$ cat src/rtl/alu_ctrl_pkg.sv
// Shared ALU control codes and flag bit positions for the LEGv8 execute path.
// Imported by the ALU control decoder and by the execute stage.
package alu_ctrl_pkg;

    localparam logic [3:0] ALU_AND   = 4'b0000;
    localparam logic [3:0] ALU_ORR   = 4'b0001;
    localparam logic [3:0] ALU_ADD   = 4'b0010;
    localparam logic [3:0] ALU_SUB   = 4'b0110;
    localparam logic [3:0] ALU_PASSB = 4'b0111;

    localparam int unsigned FLAG_N = 3;
    localparam int unsigned FLAG_Z = 2;
    localparam int unsigned FLAG_C = 1;
    localparam int unsigned FLAG_V = 0;

endpackage

$ cat src/rtl/alu_core.sv
// Combinational LEGv8 ALU: computes result and {N,Z,C,V} for one control code.
// Unsupported codes (including X/Z) yield zero result, zero flags and illegal=1.
module alu_core
    import alu_ctrl_pkg::*;
#(
    parameter int WIDTH = 64
) (
    input  logic [3:0]       code,
    input  logic [WIDTH-1:0] a,
    input  logic [WIDTH-1:0] b,
    output logic [WIDTH-1:0] result,
    output logic [3:0]       flags,
    output logic             illegal
);

    logic [WIDTH:0] w_sum;
    logic [WIDTH:0] w_diff;

    assign w_sum  = {1'b0, a} + {1'b0, b};
    assign w_diff = {1'b0, a} + {1'b0, ~b} + (WIDTH+1)'(1);

    always_comb begin
        result  = '0;
        flags   = '0;
        illegal = 1'b0;
        case (code)
            ALU_AND:   result = a & b;
            ALU_ORR:   result = a | b;
            ALU_PASSB: result = b;
            ALU_ADD: begin
                result        = w_sum[WIDTH-1:0];
                flags[FLAG_C] = w_sum[WIDTH];
                flags[FLAG_V] = (a[WIDTH-1] == b[WIDTH-1]) &&
                                (w_sum[WIDTH-1] != a[WIDTH-1]);
            end
            ALU_SUB: begin
                result        = w_diff[WIDTH-1:0];
                flags[FLAG_C] = w_diff[WIDTH];
                flags[FLAG_V] = (a[WIDTH-1] != b[WIDTH-1]) &&
                                (w_diff[WIDTH-1] != a[WIDTH-1]);
            end
            default:   illegal = 1'b1;
        endcase
        // N/Z follow the result for every legal code; illegal codes keep all flags clear
        if (!illegal) begin
            flags[FLAG_N] = result[WIDTH-1];
            flags[FLAG_Z] = (result == '0);
        end
    end

endmodule

$ cat src/rtl/alu_exec_stage.sv
// Registered execute stage: alu_core behind a one-entry ready/valid output register,
// with an accepted-operation counter and a sticky illegal-code flag.
module alu_exec_stage
    import alu_ctrl_pkg::*;
#(
    parameter int WIDTH = 64,
    parameter int TAG_W = 5
) (
    input  logic             clk,
    input  logic             rst_n,
    input  logic             in_valid,
    output logic             in_ready,
    input  logic [3:0]       ALU_In,
    input  logic [WIDTH-1:0] op_a,
    input  logic [WIDTH-1:0] op_b,
    input  logic [TAG_W-1:0] in_tag,
    output logic             out_valid,
    input  logic             out_ready,
    output logic [WIDTH-1:0] result,
    output logic [3:0]       flags,
    output logic [TAG_W-1:0] out_tag,
    output logic             illegal_op,
    output logic             err_sticky,
    output logic [15:0]      op_count
);

    logic [WIDTH-1:0] w_result;
    logic [3:0]       w_flags;
    logic             w_illegal;
    logic             w_accept;

    logic             r_valid;
    logic [WIDTH-1:0] r_result;
    logic [3:0]       r_flags;
    logic [TAG_W-1:0] r_tag;
    logic             r_illegal;
    logic             r_err;
    logic [15:0]      r_count;

    alu_core #(.WIDTH(WIDTH)) u_core (
        .code    (ALU_In),
        .a       (op_a),
        .b       (op_b),
        .result  (w_result),
        .flags   (w_flags),
        .illegal (w_illegal)
    );

    assign in_ready = !r_valid || out_ready;
    assign w_accept = in_valid && in_ready;

    // Accept wins over drain, so a simultaneous accept+drain keeps r_valid high
    always_ff @(posedge clk or negedge rst_n) begin
        if (!rst_n) begin
            r_valid   <= 1'b0;
            r_result  <= '0;
            r_flags   <= '0;
            r_tag     <= '0;
            r_illegal <= 1'b0;
            r_err     <= 1'b0;
            r_count   <= '0;
        end else if (w_accept) begin
            r_valid   <= 1'b1;
            r_result  <= w_result;
            r_flags   <= w_flags;
            r_tag     <= in_tag;
            r_illegal <= w_illegal;
            r_err     <= r_err | w_illegal;
            r_count   <= r_count + 16'd1;
        end else if (out_ready) begin
            r_valid   <= 1'b0;
        end
    end

    assign out_valid  = r_valid;
    assign result     = r_result;
    assign flags      = r_flags;
    assign out_tag    = r_tag;
    assign illegal_op = r_illegal;
    assign err_sticky = r_err;
    assign op_count   = r_count;

endmodule
$ cat config.mk
export PLATFORM = sky130hd
export DESIGN_NAME = alu_exec_stage
export DESIGN_NICKNAME = d
export VERILOG_FILES = /design/src/rtl/alu_ctrl_pkg.sv /design/src/rtl/alu_core.sv /design/src/rtl/alu_exec_stage.sv
export SDC_FILE = /design/constraint.sdc
export NUM_CORES = 1
export LEC_CHECK = 0
export ABC_AREA = 1
export BUFFER_PORTS_ARGS = -buffer_cell sky130_fd_sc_hd__buf_2
export CORE_MARGIN = 3
export CORE_UTILIZATION = 62
export CTS_BUF_LIST = sky130_fd_sc_hd__clkbuf_8
export CTS_CLUSTER_SIZE = 30
export DETAILED_ROUTE_END_ITERATION = 8
export GPL_TIMING_DRIVEN = 0
export PLACE_DENSITY_LB_ADDON = 0.08
export SYNTH_ARGS = -nofsm -noshare
export SYNTH_HDL_FRONTEND = slang
export SYNTH_SLANG_ARGS = --single-unit
export TNS_END_PERCENT = 10
$ cat constraint.sdc
create_clock -name clk -period 2.1 [get_ports clk]
set_input_delay 0.315 -clock clk [delete_from_list [all_inputs] [get_ports clk]]
set_output_delay 0.315 -clock clk [all_outputs]
set_load 0.01 [all_outputs]
==> qor.txt, run 1 <==
RUN STATUS
------------------------------------------------------------------------------
Status .......................................................... did not finish
Stage where the flow stopped ....................................      5_1_grt
Tool error ...................................................... [ERROR GRT-0232] Routing congestion too high. Check the congestion heatmap in the GUI.

FLOORPLANNING
------------------------------------------------------------------------------
Standard-cell row count .........................................           62
Number of top-level pins ........................................          234
Die width .......................................................  179 microns
Die extent in y .................................................  179 microns
Initial standard-cell utilization of the core ...................        63.6%

YOSYS
------------------------------------------------------------------------------
Top cells by area, synth ........................................ sky130_fd_sc_hd__nand2_1, sky130_fd_sc_hd__inv_1, sky130_fd_sc_hd__ha_1, sky130_fd_sc_hd__dfrtp_1, sky130_fd_sc_hd__nand3_1
Ys flop type .................................................... sky130_fd_sc_hd__dfrtp_1
Cell Area, Synth ................................................  18500 sq um
Async S/R FF share, synth .......................................         100%
Top cells by instance count after synthesis ..................... sky130_fd_sc_hd__nand2_1, sky130_fd_sc_hd__inv_1, sky130_fd_sc_hd__nor2_1
Proportion of netlist area held by the largest area contributor .        24.6%
Per-instance average area after synthesis .......................   5.31 sq um
Total of flip-flops plus latches after synthesis ................           92
Yosys warns .....................................................            0
Syn nets ........................................................         3823
Gate count of the mapped netlist ................................         3478
Number of enable-type register cells in the synthesized netlist .            0
Dominant cell type by area after synthesis ...................... sky130_fd_sc_hd__nand2_1
Share of the yosys chip area belonging to registers .............        12.5%
Library cell with the highest instance count after synthesis .... sky130_fd_sc_hd__nand2_1
Distinct cell type count after synthesis ........................           44

GLOBAL ROUTE
------------------------------------------------------------------------------
Final global-route overflow total ...............................           24
Total routing usage reported by global routing ..................        72.0%
Maximum number of pins on one net before global-route repair ....           73

CTS
------------------------------------------------------------------------------
Clock sink count ................................................           92
Depth of the CTS H-tree .........................................            3
Number of buffers between clock root and the deepest sink .......            2
Root buf cell ................................................... sky130_fd_sc_hd__clkbuf_8
Number of buffers created by CTS ................................            9

TIMING
------------------------------------------------------------------------------
Worst endpoint type ............................................. register input
Worst setup endpoint GRT ........................................ flags[2]$_DFFE_PN0P_/D

PLACEMENT
------------------------------------------------------------------------------
DP HPWL .........................................................      67.9 mm
Buffers on Ports ................................................          233
Gp weighted congestion ..........................................         1.19
DP Cell Count ...................................................         4096

## metrics by stage
stage	hold slack (ns)	cell area [sq um]	TNS [ns]	setup WS, ns
after detailed placement	0.221	20200	-42.30	-1.45
after floorplan	0.0194	18500	-0.154	-0.154
after CTS	0.149	23100	-1.53	-0.429
after global placement	0.443	20200	-39.88	-1.43
## layer usage
metal / overflow / track usage [%]
met5: 0 / 35.6
met4: 14 / 62.3
met3: 0 / 57.7
met2: 9 / 87.6
met1: 1 / 74.7
## logic make-up after synthesis
kind of cell	Yosys count	share of synthesized area, %
xor gates and xnor gates	17	0.806
adders and majority gates	204	13.9
and+or+nand+nor	2004	45.0
buffers and inverters	805	17.1
AOI/OAI and AO/OA	356	10.7
DFF	92	12.5
## what timing repair did
| action | in CTS |
|---|---|
| cloned | 4 |
| pin swaps | 129 |
| hold endpoints to repair | 20 |
| resized for setup | 628 |
| buffers inserted | 63 |
| hold buffers | 1 |
| endpoints found under the setup margin | 62 |
==> inputs of run 2 (changes only) <==
--- a/config.mk
+++ b/config.mk
@@ -8,12 +8,10 @@
 export ABC_AREA = 1
 export BUFFER_PORTS_ARGS = -buffer_cell sky130_fd_sc_hd__buf_2
 export CORE_MARGIN = 3
-export CORE_UTILIZATION = 62
-export CTS_BUF_LIST = sky130_fd_sc_hd__clkbuf_8
-export CTS_CLUSTER_SIZE = 30
+export CORE_UTILIZATION = 40
 export DETAILED_ROUTE_END_ITERATION = 8
 export GPL_TIMING_DRIVEN = 0
-export PLACE_DENSITY_LB_ADDON = 0.08
+export PLACE_DENSITY_LB_ADDON = 0.15
 export SYNTH_ARGS = -nofsm -noshare
 export SYNTH_HDL_FRONTEND = slang
 export SYNTH_SLANG_ARGS = --single-unit
==> run 2 against run 1 <==
  * The flow now finishes, with violations (setup timing)
  * Synthesized cell count unchanged
  * Area after synthesis did not move
==> qor.txt, run 2 <==
RUN STATUS
---------------------------------------------------------------------------------
Status ............................................................. finished, violations left   was did not finish
Violated checks .................................................... setup timing

FLOORPLANNING
---------------------------------------------------------------------------------
Core region area ...................................................  45500 sq um
Die extent in y ....................................................  221 microns   was 179 microns
Initial standard-cell utilization of the core ......................        40.6%   was 63.6%
Number of top-level pins ...........................................          234   unchanged
Die width ..........................................................  221 microns   was 179 microns
Standard-cell row count ............................................           78   was 62
Die area ...........................................................  48800 sq um

YOSYS
---------------------------------------------------------------------------------
Yosys warns ........................................................            0   unchanged
Syn nets ...........................................................         3823   unchanged
Gate count of the mapped netlist ...................................         3478   unchanged
Per-instance average area after synthesis ..........................   5.31 sq um   unchanged
Total of flip-flops plus latches after synthesis ...................           92   unchanged
Library cell with the highest instance count after synthesis ....... sky130_fd_sc_hd__nand2_1   unchanged
Cell Area, Synth ...................................................  18500 sq um   unchanged
Proportion of netlist area held by the largest area contributor ....        24.6%   unchanged
Dominant cell type by area after synthesis ......................... sky130_fd_sc_hd__nand2_1   unchanged
Share of the yosys chip area belonging to registers ................        12.5%   unchanged
Top cells by area, synth ........................................... sky130_fd_sc_hd__nand2_1, sky130_fd_sc_hd__inv_1, sky130_fd_sc_hd__ha_1, sky130_fd_sc_hd__dfrtp_1, sky130_fd_sc_hd__nand3_1   unchanged
Distinct cell type count after synthesis ...........................           44   unchanged
Top cells by instance count after synthesis ........................ sky130_fd_sc_hd__nand2_1, sky130_fd_sc_hd__inv_1, sky130_fd_sc_hd__nor2_1   unchanged
Number of enable-type register cells in the synthesized netlist ....            0   unchanged
Async S/R FF share, synth ..........................................         100%   unchanged
Ys flop type ....................................................... sky130_fd_sc_hd__dfrtp_1   unchanged

FINISH
---------------------------------------------------------------------------------
Growth of design area from synthesis to finish .....................        45.0%
Core utilization of the finished layout ............................        58.9%
Most common cell after layout, fill and taps aside ................. sky130_fd_sc_hd__nand2_1
Non-filler cells, final ............................................         4467
Fraction of layout cells with a size suffix above 1 ................        37.2%
Flip-flop count of the largest register after layout ...............           64
Commonest cells after routing, fill and taps aside ................. sky130_fd_sc_hd__nand2_1, sky130_fd_sc_hd__inv_1, sky130_fd_sc_hd__nand2_2
# nets final .......................................................         4208
Diode count ........................................................            0

WORST SETUP PATH
---------------------------------------------------------------------------------
Crit path capture type .............................................         flop
Critical Path AT ...................................................      2.83 ns
CP Class ........................................................... input pin to flop
Crit Reg-Reg Endpoint .............................................. op_count[12]$_DFFE_PN0P_
Max stage delay cell, worst path ................................... sky130_fd_sc_hd__ha_4
Largest fanout on the critical path ................................            8
Reg2Reg Setup Slack ................................................      0.18 ns
Startpoint of the lowest-slack register-to-register path ........... out_valid$_DFFE_PN0P_
Worst path required time ...........................................      2.38 ns
Depth of the worst register-to-register path .......................           11
Critical path's largest stage delay ................................      0.37 ns
Worst setup SP type ................................................    input pin
CP cell instances .................................................. buf_2 > inv_2 > ha_4 > nand2_4 > nor2_4 > and3_4 > nand2_4 > nand2_4 > nand2_4 > nand2_4 > buf_4 > nand3_2 > nand2_1 > nand2_1 > nand3_1 > nand3_2 > nor2_1 > nand2_1 > nor2_1 > nand3_1 > nand2_1
Most frequent cell on the critical path ............................ sky130_fd_sc_hd__nand2_4

PWR
---------------------------------------------------------------------------------
Total power consumption of the routed design .......................     10900 uW
Leakage component of the power .....................................    0.0146 uW
Peak supply drop ...................................................   0.000634 V
Power density cells ................................................  408 nW/um^2

TIMING
---------------------------------------------------------------------------------
RSZ-0062 raised after global routing ...............................         true
Slew at the pin closest to its max-slew limit ......................     0.598 ns
Fin crit share .....................................................         121%
Hold Fails Final Rpt ...............................................            0
Fin. max-slew vios .................................................            0
Maximum clock skew at final layout .................................    0.0104 ns
Number of setup violations in the final report .....................           35
FMAX ...............................................................      393 MHz
Min Tclk post-route ................................................      2.55 ns
Final setup slack of the worst path ................................    -0.446 ns
Slew HR ............................................................        60.2%

GLOBAL ROUTE
---------------------------------------------------------------------------------
Vias in the first global route .....................................        22000
Final global-route overflow total ..................................            0
Wire length of the first global-routing pass .......................       132 mm
Antenna violations before repair ...................................            0
Total routing usage reported by global routing .....................        34.8%
Maximum number of pins on one net before global-route repair .......           56

CTS
---------------------------------------------------------------------------------
Number of buffers created by CTS ...................................            9   unchanged
Clock latency of the later-clocked register in the worst-skew pair .      0.34 ns
Clock tree from TritonCTS ..........................................         done
CTS clock-pin slew for the worst setup and hold paths ..............      0.07 ns
Clock sink count ...................................................           92   unchanged
Number of buffers between clock root and the deepest sink ..........            2   unchanged
Root buf cell ...................................................... sky130_fd_sc_hd__clkbuf_16   was sky130_fd_sc_hd__clkbuf_8
Depth of the CTS H-tree ............................................            3   unchanged

WORST HOLD PATH
---------------------------------------------------------------------------------
Hold worst-path end ................................................ out_tag[3]$_DFFE_PN0P_
Worst hold path class .............................................. input pin to flop
Number of cells traversed by the worst hold path ...................            3
Hold path startpoint ...............................................    in_tag[3]

DETAILED ROUTING
---------------------------------------------------------------------------------
DRT Wirelength .....................................................      91.1 mm
Iteration-0 DRC count of the detailed router .......................         2394
Antenna viol nets, final ...........................................            0
DRC violation count after routing ..................................            0
Routed length per placed instance .................................. 20.4 microns
Iteration count of the initial detailed-routing pass ...............            6
Count of vias placed by the detailed router ........................        23900
Detailed-route vias per instance ...................................         5.35

PLACEMENT
---------------------------------------------------------------------------------
Buffers on Ports ...................................................          233   unchanged
DP Cell Count ......................................................         4312   was 4096
DP HPWL ............................................................      74.2 mm   was 67.9 mm
Gp weighted congestion .............................................         1.03   was 1.19
DP Worst Slack .....................................................     -1.59 ns   was -1.45 ns

JOB
---------------------------------------------------------------------------------
Maximum capacitance violations .....................................            0

-- run 2: kinds of logic after synthesis --
| logic type | Yosys count | share of synthesized area, % |
|---|---|---|
| flip-flops | 92 | 12.5 |
| adder cells (fa/ha/maj) | 204 | 13.9 |
| buffers and inverters | 805 | 17.1 |
| XOR/XNOR | 17 | 0.806 |
| AO/OA/AOI/OAI | 356 | 10.7 |
| AND/OR/NAND/NOR | 2004 | 45.0 |
-- run 2: per-stage QoR --
stage | hold slack [ns] | setup TNS, ns | cell area [sq um]
floorplan | 0.0194 | -0.154 | 18500
global placement | 0.458 | -67.86 | 20400
detailed placement | 0.325 | -52.53 | 20500
CTS | 0.165 | -2.22 | 24600
global route | 0.178 | -8.01 | 26800
finish | 0.173 | -5.37 | 26800
-- run 2: timing repair --
action                                 in CTS  in global routing
pin swaps                                 166                234
cloned                                      1                  2
buffers inserted                           93                 58
gates resized for setup                   872                537
hold buffers                                1                  0
setup endpoints to repair                  62                 53
endpoints found under the hold margin      37                  0
-- run 2: layer usage --
layer  vias up  track usage (%)  part of all wire, %
li1      11500                -                    -
met1     11200             47.0                   42
met2      1071             55.6                   44
met3       204             6.10                  9.5
met4         0             13.3                  5.0
met5         -                0                    0
-- run 2: final cells by class --
cell class,instances,area [sq um]
clock inverters,3,68.8
well taps,600,751
flip-flops and latches,92,2300
multi-input cells,2581,17400
repair buffers,388,2560
plain buffers,87,759
inverters,704,2710
clock buffers,12,267
fillers,4621,18700
-- run 2: how the worst max path moves through the flow --
stage / start / endpoint / slack [ns] / cells past startpoint
3_3_place_gp: op_a[33] / flags[2]$_DFFE_PN0P_ / -1.61 / 19
6_report: op_a[12] / flags[2]$_DFFE_PN0P_ / -0.45 / 21
2_1_floorplan: op_a[0] / flags[2]$_DFFE_PN0P_ / -0.15 / 23
4_1_cts: op_b[17] / flags[2]$_DFFE_PN0P_ / -0.35 / 22
3_5_place_dp: op_b[33] / flags[2]$_DFFE_PN0P_ / -1.59 / 19
5_1_grt: op_a[10] / flags[2]$_DFFE_PN0P_ / -0.53 / 23
-- run 2: critical path, delay by kind of cell --
family,cells,cell delay [ns]
simple gates,17,1.85
fa+ha+maj,1,0.37
buf+inv,3,0.29
-- run 2: where the power goes --
part	internal [uW]	leakage, uW	switching [uW]	total [uW]
clock network	1140	0.000165	664	1800
registers	2000	0.00121	190	2190
logic	2440	0.0132	4490	6930
Power figures use the tool's default switching activity.
